[src/rtl/muxn_pkg.sv]
// Shared types and helpers for the pipelined N-way result mux.
package muxn_pkg;

  localparam int MAX_STAGES = 4;

  // Per-stage side-band bits; data travels as a separate WIDTH-bit vector.
  typedef struct packed {
    logic valid;
    logic err;
  } stage_t;

  function automatic int sel_width(input int n);
    return (n <= 2) ? 1 : $clog2(n);
  endfunction

endpackage

[src/rtl/muxn_pipe_stage.sv]
// One register stage of the muxn_pipe datapath: data plus valid/err flags,
// async active-high reset, synchronous clear over enable.
module pipe_stage
  import muxn_pkg::*;
#(
  parameter int WIDTH = 32
) (
  input  logic             clk,
  input  logic             reset,
  input  logic             clr,
  input  logic             en,
  input  logic [WIDTH-1:0] data_i,
  input  stage_t           flags_i,
  output logic [WIDTH-1:0] data_o,
  output stage_t           flags_o
);

  logic [WIDTH-1:0] data_q, data_d;
  stage_t           flags_q, flags_d;

  always_comb begin
    data_d  = data_q;
    flags_d = flags_q;
    if (clr) begin
      data_d  = '0;
      flags_d = '0;
    end else if (en) begin
      data_d  = data_i;
      flags_d = flags_i;
    end
  end

  always_ff @(posedge clk or posedge reset) begin
    if (reset) begin
      data_q  <= '0;
      flags_q <= '0;
    end else begin
      data_q  <= data_d;
      flags_q <= flags_d;
    end
  end

  assign data_o  = data_q;
  assign flags_o = flags_q;

endmodule

[src/rtl/muxn_pipe.sv]
// N-input WIDTH-bit mux followed by STAGES register stages with stall/flush.
// Build option MUXN_SEL_CHECK_EN: out-of-range sel yields zero data and a pipelined sel_err.
module muxn_pipe
  import muxn_pkg::*;
#(
  parameter  int WIDTH  = 32,
  parameter  int N      = 4,
  parameter  int STAGES = 1,
  localparam int SELW   = sel_width(N)
) (
  input  logic               clk,
  input  logic               reset,
  input  logic [N*WIDTH-1:0] d,
  input  logic [SELW-1:0]    sel,
  input  logic               valid_in,
  input  logic               en,
  input  logic               clr,
  output logic [WIDTH-1:0]   y,
  output logic               valid_out,
  output logic               sel_err
);

  if (N < 2 || STAGES < 1 || STAGES > MAX_STAGES) begin : g_bad_param
    $error("muxn_pipe: unsupported N or STAGES");
  end

  logic [WIDTH-1:0] m;
  logic             sel_oor;

  always_comb begin
`ifdef MUXN_SEL_CHECK_EN
    m = '0;
`else
    m = d[WIDTH-1:0];
`endif
    for (int k = 0; k < N; k++) begin
      if (sel == SELW'(k)) m = d[k*WIDTH +: WIDTH];
    end
  end

`ifdef MUXN_SEL_CHECK_EN
  assign sel_oor = (int'(sel) >= N);

  always @(posedge clk) begin
    if (!reset && en && valid_in) assert (!sel_oor);
  end
`else
  assign sel_oor = 1'b0;
`endif

  // Index 0 is the combinational mux output; index STAGES is the last register.
  logic [WIDTH-1:0] data_s  [STAGES+1];
  stage_t           flags_s [STAGES+1];

  assign data_s[0]  = m;
  assign flags_s[0] = '{valid: valid_in, err: sel_oor};

  for (genvar i = 0; i < STAGES; i++) begin : g_stage
    pipe_stage #(.WIDTH(WIDTH)) u_stage (
      .clk     (clk),
      .reset   (reset),
      .clr     (clr),
      .en      (en),
      .data_i  (data_s[i]),
      .flags_i (flags_s[i]),
      .data_o  (data_s[i+1]),
      .flags_o (flags_s[i+1])
    );
  end

  assign y         = data_s[STAGES];
  assign valid_out = flags_s[STAGES].valid;
  assign sel_err   = flags_s[STAGES].err;

endmodule

[config.mk]
export PLATFORM = sky130hd
export DESIGN_NAME = muxn_pipe
export DESIGN_NICKNAME = d
export VERILOG_FILES = /design/src/rtl/muxn_pkg.sv /design/src/rtl/muxn_pipe_stage.sv /design/src/rtl/muxn_pipe.sv
export SDC_FILE = /design/constraint.sdc
export NUM_CORES = 1
export LEC_CHECK = 0
export ABC_CLOCK_PERIOD_IN_PS = 1600
export BUFFER_PORTS_ARGS = -buffer_cell sky130_fd_sc_hd__clkbuf_2
export CORE_ASPECT_RATIO = 0.75
export CORE_MARGIN = 2
export CORE_UTILIZATION = 46
export CTS_BUF_LIST = sky130_fd_sc_hd__clkbuf_2 sky130_fd_sc_hd__clkbuf_4 sky130_fd_sc_hd__clkbuf_8
export DETAILED_ROUTE_END_ITERATION = 8
export PLACE_DENSITY = 0.94
export REMOVE_ABC_BUFFERS = 1
export SKIP_CTS_REPAIR_TIMING = 1
export SLEW_MARGIN = 10
export SYNTH_ARGS = -nofsm -noshare
export SYNTH_HDL_FRONTEND = slang
export SYNTH_SLANG_ARGS = --single-unit
[constraint.sdc]
create_clock -name clk -period 1.6 [get_ports clk]
set_input_delay 0.32 -clock clk [delete_from_list [all_inputs] [get_ports clk]]
set_output_delay 0.32 -clock clk [all_outputs]
set_load 0.1 [all_outputs]
Yosys cells after proc, flatten, opt, wreduce, memory -nomap -nowiden
Cells that the tools add are included.
{"block": "totals", "ff_bits": 34, "inputBits": 135, "wordCells": 14}
{"block": "classes", "n_eq_ne": 3, "muxes": 7, "n_reduce_logical": 1}
{"op": "2-to-1 mux 32 bit", "count": 5}
{"op": "== test 2 bit (second input constant)", "count": 2}
{"op": "2-to-1 mux 2 bit", "count": 2}
{"op": "== test 2 x 1 -> 1 bit (second input constant)", "count": 1}
{"op": "nonzero test 2 bit", "count": 1}

Depth between registers and ports, before layout
{"block": "depth", "word_depth": 6, "mapped_depth": 4}

Cells and area by module
A second synthesis with hierarchy kept.
{"block": "unflattened", "cells_unflattened": 151, "area_unflattened_um2": 2230.9}
{"mod": "pipe_stage", "n_inst": 1, "cells_each": 111, "area_each_um2": 1412.6, "seq_area_each_um2": 850.8}
{"mod": "muxn_pipe", "n_inst": 1, "cells_each": 40, "area_each_um2": 818.3, "seq_area_each_um2": 0.0}

Least setup slack after synthesis
No wires, ideal clock.
{"block": "synth_path", "path_type": "flip-flop to flip-flop", "from": "reg, netlist name g_stage[0].u_stage.data_o[2]", "to": "reg g_stage[0].u_stage.data_q[2]", "setup_ns": 0.086, "arrival_ns": 1.464, "t_required_ns": 1.514, "path_slack_ns": 0.050, "stages_incl_launch_ff": 3, "path_buffers": 0, "period_less_slack_ns": 1.550, "path_cell_list": "dfrtp_1 -> or3b_2 -> o221ai_2"}
{"item": "end signal, assigned", "line": "muxn_pipe_stage.sv:38", "rtl": "data_q <= data_d;"}
{"item": "end, declared", "line": "muxn_pipe_stage.sv:18", "rtl": "logic [WIDTH-1:0] data_q, data_d;"}

Worst setup path in the final report
{"block": "layout_path", "from": "reg g_stage[0].u_stage.data_q[20]", "to": "out y[20]"}
{"item": "end, declared", "line": "muxn_pipe.sv:18", "rtl": "output logic [WIDTH-1:0] y,"}
No word-level cell between the ends.

==> flow_summary_export.csv <==
group,metric,value,unit
power,clkPwrFrac,23.9,%
power,sw_frac_of_total,40.1,%
floorplanning,die_h,66.3,µm
power,powerDensity,789,mW/mm²
clocking,cts.sinks,33,
yosys,synthSimpleGateAreaFrac,12.6,%
worst_setup_path,cp_slowest_cell,"clkbuf_2",
timing,finalHoldViolations,0,
worst_setup_path,r2r-start,"g_stage[0].u_stage.data_o[27]$_DFFE_PP0P_",
timing,setup_viol,0,
placement,place.gp.congestion,0.752,
worst_setup_path,crit_path_start,"g_stage[0].u_stage.data_o[20]$_DFFE_PP0P_",
route,wirelength,6660,µm
floorplanning,start_util,48.3,%
placement,dpl_cell_area,0.00327,mm²
clocking,clk_pin_slew,0.07,ns
yosys,muxShareOfSynthArea,27.4,%
power,p_sw,1.06,mW
timing,period_needed,1.43,ns
global_routing,grt_pass1_vias,2179,
route,drc,0,
yosys,netlist_area,0.00238,mm²
global_routing,antenna_found_initial,0,
floorplanning,num_rows,22,
worst_setup_path,reg2reg_slack,0.60,ns
worst_setup_path,worstPathRequired,1.28,ns
finish,synthToLayoutAreaGrowth,41.1,%
placement,dp_hpwl,5290,µm
worst_setup_path,arrival,1.11,ns
worst_setup_path,critPathMaxStageDelay,0.47,ns
clocking,cts_tree,"built",
timing,rsz0062_at_grt,"no",
clocking,h-tree-depth,2,
finish,fin_nets,486,
clocking,clockBufferDepth,2,
finish,final_layout_size_suffix_gt1_share,70.4,%
worst_setup_path,cp-end-kind,"primary output",
worst_setup_path,r2r.worst_path.cells,2,
worst_setup_path,start_kind,"register",
power,combPwrFrac,40.9,%
yosys,syn_avg_cell_area,12.7,µm²
yosys,synthAdderAreaFrac,0,%
finish,diodes,0,
route,ant_nets,0,
worst_setup_path,cp_max_fo,2,
global_routing,grt_max_degree,34,
yosys,synth_seq_cells,33,
floorplanning,core,0.00493,mm²
timing,timing.fmax,698,MHz
floorplanning,boundaryPins,169,
global_routing,gr-total-overflow,0,
yosys,yosysSeqAreaShare,34.7,%
worst_setup_path,crit_chain,"clkbuf_2",
floorplanning,die_area,0.00577,mm²
power,p_leak,1.81,nW
worst_setup_path,rr_endpoint,"g_stage[0].u_stage.data_o[27]$_DFFE_PP0P_",
status,status,"complete, no violations",
run,drv_cap,0,
placement,dpl.cell_count,404,
route,dr.pass1.iters,4,
route,vias,2226,
floorplanning,die_x,87.0,µm
worst_setup_path,path_buf_inv,1,
worst_hold_path,min_path_type,"primary input to async pin",
worst_setup_path,crit_family,"buffers and inverters",
route,drt_iter0_drc,48,
timing,worst_slew_pin_slew,0.562,ns
timing,timing.slew.headroom,62.7,%
finish,fin_cells,411,
power,ir_drop,0.000376,V
clocking,cts_root_buf,"clkbuf_8",
timing,fin_crit_sh,89.6,%
route,via_per_inst,5.42,
clocking,insertion_delay,0.27,ns
placement,portBuffers,167,
worst_setup_path,critPathKind,"register to primary output",
timing,fin_worst_skew,0,ns
yosys,synth_compound_area_share,19.7,%
yosys,synth_top_family_by_area,"multiplexers",
yosys,syn_inst,188,
global_routing,gr-usage-all-layers,22.6,%
yosys,ys.warnings.count,0,
clocking,numCtsBuffers,5,
finish,fin_area,0.00336,mm²
power,p_int,1.59,mW
route,post_drt_wl_per_cell,16.2,µm
yosys,synthXorXnorAreaFrac,0,%
timing,finalMaxSlewViolations,0,
power,pwr-share-seq,35.2,%
global_routing,grt_pass1_wl,10100,µm
yosys,ys_types,14,
==> cells by family after synthesis <==
group	Yosys count
AO/OA/AOI/OAI	32
buffers and inverters	22
flip-flops	33
multiplexers	65
other	1
AND/OR/NAND/NOR	35
==> cell usage in the layout (no fill, tap or decap), types with 2 or more instances in the layout <==
cell type / count
mux2i_1: 65
clkbuf_8: 6
or3b_2: 33
o221ai_2: 30
clkbuf_2: 166
o221ai_1: 2
buf_4: 9
dfrtp_1: 33
buf_12: 2
==> power by group through the flow <==
stage / Combinational (mW) / Sequential [mW] / Clock (mW)
final: 1.08 / 0.932 / 0.633
after floorplan: 0.269 / 1.40 / 0
after CTS: 1.09 / 0.932 / 0.651
after detailed placement: 1.09 / 0.944 / 0
after global routing: 1.14 / 0.939 / 0.695
after global placement: 1.06 / 0.943 / 0
==> layer usage <==
layer	global-route usage (%)	up-vias	part of all wire, %
met5	0	-	0
met4	6.64	0	1.3
met3	4.37	8	6.1
met2	43.0	99	52
met1	25.5	1053	40
li1	-	1066	-
==> worst max path at each step <==
stage,slack (ns),cells past startpoint,to
floorplan,-0.44,2,g_stage[0].u_stage.data_o[0]$_DFFE_PP0P_
global placement,0.21,4,g_stage[0].u_stage.data_o[29]$_DFFE_PP0P_
detailed placement,0.17,4,g_stage[0].u_stage.data_o[19]$_DFFE_PP0P_
CTS,0.15,1,y[27]
global route,0.12,1,y[28]
finish,0.17,1,y[20]
==> layout make-up <==
cell class | instances | area (µm²)
Multi-Input combinational cell | 133 | 1420
Clock buffer | 7 | 90.1
Inverter | 1 | 3.75
Tap cell | 60 | 75.1
Timing Repair Buffer | 177 | 938
Sequential cell | 33 | 826
Fill cell | 397 | 1570
==> stage by stage <==
step	worst slack [ns]	util, %	power (mW)	hold slack (ns)	setup TNS, ns
2_1_floorplan	-0.439	-	1.67	0.386	-14.03
3_3_place_gp	0.211	66.3	2.01	0.410	0
3_5_place_dp	0.170	66.3	2.03	0.430	0
4_1_cts	0.155	68.1	2.67	0.131	0
5_1_grt	0.124	68.1	2.77	0.186	0
6_report	0.166	68.1	2.65	0.141	0
==> sequential cells by signal, indices dropped and copies added (netlist names) <==
signal / cells
g_stage.u_stage.data_o: 32
g_stage.u_stage.flags_o: 1
==> cell usage after synthesis <==
library cell	count	share of area, %
nand3b_1	1	0.32
mux2i_1	65	27
dfrtp_1	33	35
or3b_2	32	12
o221ai_2	30	19
buf_4	1	0.32
buf_2	11	2.3
conb_1	1	0.16
inv_1	1	0.16
or3b_1	1	0.37
nor2_1	1	0.16
o221ai_1	2	0.74
clkbuf_1	5	0.79
buf_6	4	1.9
No activity file was read; power rests on OpenSTA's default activity.
